<file path="src/rtl/rom_reader_pkg.sv">
// Shared constants for rom_reader: FSM state encoding, FIFO depth and the read credit limit.
package rom_reader_pkg;

    localparam int FIFO_DEPTH   = 4;
    localparam int FIFO_AW      = $clog2(FIFO_DEPTH);
    localparam int CREDIT_LIMIT = FIFO_DEPTH;

    typedef logic [1:0] state_t;

    localparam state_t IDLE   = 2'd0;
    localparam state_t FETCH  = 2'd1;
    localparam state_t DRAIN  = 2'd2;
    localparam state_t FINISH = 2'd3;

endpackage

</file>
<file path="src/rtl/rom_reader_fifo.sv">
// Small synchronous FIFO holding fetched words (data plus last flag) until the stream consumer takes them.
module rom_reader_fifo
    import rom_reader_pkg::*;
#(
    parameter int W = 9
) (
    input  logic             clk,
    input  logic             rst,
    input  logic             wr_en,
    input  logic [W-1:0]     wr_data,
    input  logic             rd_en,
    output logic [W-1:0]     rd_data,
    output logic             empty,
    output logic [FIFO_AW:0] count
);

    logic [W-1:0]         mem [FIFO_DEPTH];
    logic [FIFO_AW-1:0]   wr_ptr;
    logic [FIFO_AW-1:0]   rd_ptr;

    // The writer never pushes into a full FIFO, so no full guard is applied here.
    always_ff @(posedge clk or negedge rst) begin
        if (!rst) begin
            wr_ptr <= '0;
            rd_ptr <= '0;
            count  <= '0;
            for (int i = 0; i < FIFO_DEPTH; i++) begin
                mem[i] <= '0;
            end
        end else begin
            if (wr_en) begin
                mem[wr_ptr] <= wr_data;
                wr_ptr      <= wr_ptr + 1'b1;
            end
            if (rd_en) begin
                rd_ptr <= rd_ptr + 1'b1;
            end
            unique case ({wr_en, rd_en})
                2'b10:   count <= count + 1'b1;
                2'b01:   count <= count - 1'b1;
                default: count <= count;
            endcase
        end
    end

    assign rd_data = mem[rd_ptr];
    assign empty   = (count == '0);

endmodule

</file>
<file path="src/rtl/rom_reader.sv">
// Block reader for synchronous-read memories: fetches len words from base and streams them on valid/ready.
// Define ROM_READER_CSUM_EN to enable the running XOR checksum on csum; otherwise csum is tied to 0.
module rom_reader
    import rom_reader_pkg::*;
#(
    parameter  int WIDTH = 8,
    parameter  int DEPTH = 4096,
    localparam int AW    = $clog2(DEPTH)
) (
    input  logic             clk,
    input  logic             rst,
    input  logic             start,
    input  logic [AW-1:0]    base,
    input  logic [AW:0]      len,
    output logic             busy,
    output logic             done,
    output logic             mem_en,
    output logic [AW-1:0]    mem_adr,
    input  logic [WIDTH-1:0] mem_dat,
    output logic             m_valid,
    input  logic             m_ready,
    output logic [WIDTH-1:0] m_data,
    output logic             m_last,
    output logic [WIDTH-1:0] csum
);

    state_t             state;
    logic [AW:0]        len_reg;
    logic [AW:0]        issue_cnt;
    logic [AW:0]        out_cnt;
    logic [AW-1:0]      adr;
    logic               pend;
    logic               pend_last;
    logic [AW:0]        len_eff;
    logic               issue_last;
    logic               out_last;
    logic               hs;
    logic [FIFO_AW:0]   fifo_count;
    logic [FIFO_AW+1:0] held;
    logic               fifo_empty;
    logic [WIDTH:0]     head;

    assign len_eff    = (len > (AW+1)'(DEPTH)) ? (AW+1)'(DEPTH) : len;
    assign issue_last = (issue_cnt == len_reg - 1'b1);
    assign out_last   = (out_cnt == len_reg - 1'b1);
    assign hs         = m_valid & m_ready;

    // A read still in the memory pipeline counts against the FIFO space it will occupy.
    assign held   = {1'b0, fifo_count} + (FIFO_AW+2)'(pend);
    assign mem_en = (state == FETCH) && (issue_cnt != len_reg) &&
                    (held < (FIFO_AW+2)'(CREDIT_LIMIT));
    assign mem_adr = adr;

    always_ff @(posedge clk or negedge rst) begin
        if (!rst) begin
            state     <= IDLE;
            len_reg   <= '0;
            issue_cnt <= '0;
            out_cnt   <= '0;
            adr       <= '0;
            pend      <= 1'b0;
            pend_last <= 1'b0;
        end else begin
            pend      <= mem_en;
            pend_last <= mem_en & issue_last;
            if (hs) begin
                out_cnt <= out_cnt + 1'b1;
            end
            case (state)
                IDLE: begin
                    if (start) begin
                        len_reg   <= len_eff;
                        adr       <= base;
                        issue_cnt <= '0;
                        out_cnt   <= '0;
                        state     <= (len_eff == '0) ? FINISH : FETCH;
                    end
                end
                FETCH: begin
                    if (mem_en) begin
                        adr       <= (adr == AW'(DEPTH - 1)) ? '0 : adr + 1'b1;
                        issue_cnt <= issue_cnt + 1'b1;
                        if (issue_last) begin
                            state <= DRAIN;
                        end
                    end
                end
                DRAIN: begin
                    if (hs && out_last) begin
                        state <= FINISH;
                    end
                end
                default: begin
                    state <= IDLE;
                end
            endcase
        end
    end

    rom_reader_fifo #(
        .W(WIDTH + 1)
    ) u_fifo (
        .clk     (clk),
        .rst     (rst),
        .wr_en   (pend),
        .wr_data ({pend_last, mem_dat}),
        .rd_en   (hs),
        .rd_data (head),
        .empty   (fifo_empty),
        .count   (fifo_count)
    );

    assign m_valid = ~fifo_empty;
    assign m_data  = head[WIDTH-1:0];
    assign m_last  = m_valid & head[WIDTH];

    // For non-empty transfers done coincides with the final handshake, so FINISH is already idle-looking.
    assign done = ((state == FINISH) && (len_reg == '0)) ||
                  ((state == DRAIN) && hs && out_last);
    assign busy = (state == FETCH) || (state == DRAIN) ||
                  ((state == FINISH) && (len_reg == '0));

`ifdef ROM_READER_CSUM_EN
    logic [WIDTH-1:0] csum_q;

    always_ff @(posedge clk or negedge rst) begin
        if (!rst) begin
            csum_q <= '0;
        end else if ((state == IDLE) && start) begin
            csum_q <= '0;
        end else if (hs) begin
            csum_q <= csum_q ^ m_data;
        end
    end

    assign csum = csum_q;
`else
    assign csum = '0;
`endif

endmodule

</file>
<file path="config.mk">
export PLATFORM = sky130hd
export DESIGN_NAME = rom_reader
export DESIGN_NICKNAME = d
export VERILOG_FILES = /design/src/rtl/rom_reader_pkg.sv /design/src/rtl/rom_reader_fifo.sv /design/src/rtl/rom_reader.sv
export SDC_FILE = /design/constraint.sdc
export NUM_CORES = 1
export LEC_CHECK = 0
export BUFFER_PORTS_ARGS = -buffer_cell sky130_fd_sc_hd__buf_2
export CORE_MARGIN = 3
export CORE_UTILIZATION = 50
export CTS_CLUSTER_DIAMETER = 50
export DETAILED_ROUTE_END_ITERATION = 12
export GPL_ROUTABILITY_DRIVEN = 0
export GPL_TIMING_DRIVEN = 0
export PLACE_DENSITY = 0.67
export RECOVER_POWER = 100
export REMOVE_ABC_BUFFERS = 1
export SKIP_LAST_GASP = 1
export SLEW_MARGIN = 5
export SYNTH_ARGS = -nofsm -noshare
export SYNTH_HDL_FRONTEND = slang
export SYNTH_SLANG_ARGS = --single-unit
</file>
<file path="constraint.sdc">
create_clock -name clk -period 4.6 [get_ports clk]
set_input_delay 0.23 -clock clk [delete_from_list [all_inputs] [get_ports clk]]
set_output_delay 0.23 -clock clk [all_outputs]
set_load 0.01 [all_outputs]
</file>
==> impl_metrics.ini <==
[sta]
min_period_ns = 3.61
report.final.hold_viol_count = 0
max_slew_margin_pct = -11.1
worst_pin_slew_ns = 1.67
skew_ns = 0.0138
final_max_slew_viol_count = 101
tns_ns = 0
period_share_pct = 78.5
finalSetupViolCount = 0
rsz0062_at_grt = false
fmax_mhz = 277
hold_ws_ns = 0.0360

[final_layout]
fin_util_pct = 57.7
syn2layout_area_growth_pct = 9.41
drive_gt1_share_pct = 17.5
largest_reg_flops = 36
regMostFlops = u_fifo.mem
finalInstanceArea_um2 = 6110
antennaDiodeCount = 0
fin_nets = 651
fillers = 907

[floorplan]
fp-row-count = 37
boundaryPins = 70
die_w_um = 112
die_area_um2 = 12500
fp.dieH_um = 112
initial_core_util_pct = 52.7
core_region_area_um2 = 10600

[drt]
viasPerCell = 5.76
wl_um = 12600
avgRoutedWirePerCell_um = 17.0
num_vias = 4266
dr.pass1.iters = 4
drc = 0
ant_nets = 0
drt_iter0_drc = 238

[cts]
numCtsBuffers = 9
cts_tree = yes
hold_buffers = 1
clkTransAtPathRegs_ns = 0.11
clockBufferDepth = 2
post_cts_buffers = 0
cts_root_buffer = clkbuf_8
htree_levels = 3
clock_latency_ns = 0.39
clock-sinks = 98
cts_resized = 0

[global_route]
grt_overflow = 0
grt_max_degree = 70
grt_pass1_vias = 4410
track_usage_pct = 20.9
antenna_found_initial = 0
grt_first_pass_wirelength_um = 21600

[critical_path]
setup.worst_path.start_class = flop
ff2ff_path_depth = 9
cp-end-kind = flop
worstSetupPathType = flop to flop
required_ns = 4.88
worstPathMaxFanout = 14
cp.arrival_ns = 3.89

[synthesis]
synth_top_cells_by_count = 98 x dfrtp_1, 53 x nand2_1, 45 x xnor2_1
ys_top_cells_by_area = dfrtp_1 44%, mux2_2 7.3%, xnor2_1 7.1%
ys_seq_area_share_pct = 43.9
yosysTopAreaCellShare_pct = 43.9
ys_types = 59
synth_cells = 551
yosys.area.top_type = dfrtp_1
yosysWarnings = 0
synthFlopType = dfrtp_1
syn_area_per_cell_um2 = 10.1
synthesis.area_um2 = 5590
synth_edf_count = 0
ys_ff_latch = 98
synthMostInstantiatedCell = dfrtp_1
async_flop_share_pct = 100

[pwr]
p_leak_nw = 2.60
power.density_nw_per_um2 = 500
ir_drop_mv = 0.321

[place]
post_dp_cell_area_um2 = 5950
hpwlAfterDp_um = 9080
numPortBuffers = 61

[run_status]
outcome = complete, but fails checks
violations = capacitance limit, slew limit

[min_path]
min_path_type = input port to flop
holdPathStages = 3

[run]
maxCapViolations = 2
[cells by family (layout without fill, tap and decap cells)]
| logic type | after synthesis | in the layout | synth area share, % |
|---|---|---|---|
| AND/OR/NAND/NOR | 184 | 184 | 16.6 |
| flip-flops | 98 | 98 | 43.9 |
| AO/OA/AOI/OAI | 88 | 88 | 10.1 |
| XOR/XNOR | 64 | 64 | 10.0 |
| buffers and inverters | 52 | 99 | 4.30 |
| multiplexers | 50 | 50 | 11.8 |
| adder cells (fa/ha/maj) | 14 | 14 | 3.27 |
| other | 1 | 8 | 0.0671 |
[cell type report]
class,count,area [µm²],share of cell area [%]
multi-input cells,408,2920,47.8
flip-flops and latches,98,2450,40.1
repair buffers,63,289,4.73
well taps,136,170,2.78
clock buffers,9,124,2.03
clock inverters,7,81.3,1.33
inverters,20,75.1,1.23
[placed cells by master (no fill, tap or decap), types with 4 or more instances in the layout]
cell type  synthesis  routed
clkbuf_1          18      25
a22o_1             7       7
nor4_1             9       9
nand4_1            6       6
nor3_1             6       6
dfrtp_1           98      98
clkbuf_8           0       9
buf_2              3      36
ha_1              13      13
mux4_2             9       9
xor2_1            19      19
a21oi_1           15      15
nor2b_1            7       7
nand2_1           53      53
nand2b_1           5       5
conb_1             1       8
inv_1             20      20
or3_1              6       6
xnor2_1           45      45
and3_1             6       6
o22ai_1            4       4
nand3_1           25      25
and2_0             0       4
o31ai_1            5       5
o21ai_0           33      33
mux2_2            36      36
nor2_1            39      39
mux2i_1            5       5
[routing by layer]
metal / global-route usage (%) / share of wire (%) / vias to the layer above
met4: 5.92 / 1.3 / 0
met2: 34.8 / 49 / 105
met3: 3.75 / 4.2 / 19
met5: 0 / 0 / -
li1: - / - / 2023
met1: 28.2 / 46 / 2119
[worst paths after layout]
path	from	endpoint	slack, ns
worst min register to register	u_fifo.count[2]$_DFFE_PN0P_	u_fifo.count[2]$_DFFE_PN0P_	0.50
worst max register to register	state[1]$_DFFE_PN0P_	state[1]$_DFFE_PN0P_	0.99
max in group asynchronous	rst	u_fifo.mem[27]$_DFFE_PN0P_	1.42
worst max-delay path	state[1]$_DFFE_PN0P_	state[1]$_DFFE_PN0P_	0.99
min in group asynchronous	rst	len_reg[1]$_DFFE_PN0P_	0.81
worst min-delay path	base[11]	mem_adr[11]$_DFFE_PN0P_	0.04
[metrics by stage]
stage / instances / total power, mW / setup slack (ns)
after floorplan: 526 / 2.15 / 1.67
after global placement: 723 / 2.45 / 1.07
after global routing: 741 / 3.27 / 0.663
final: 741 / 3.05 / 0.990
after CTS: 741 / 3.10 / 1.00
after detailed placement: 724 / 2.53 / 1.05
[where the power goes]
| part | internal, mW | switching, mW |
|---|---|---|
| Sequential | 1.12 | 0.274 |
| Combinational | 0.549 | 0.533 |
| Clock | 0.217 | 0.357 |
[worst max-delay path, stage by stage, from the launching register on]
cell and delay, ns:
dfrtp_1 0.43, inv_1 0.11, ha_1 0.52, inv_1 0.39, a311oi_1 0.41, o31a_1 0.38, nand3_1 0.12, or4_1 0.61
a221o_1 0.38, mux2i_1 0.13
(Power assumes the default switching activity.)
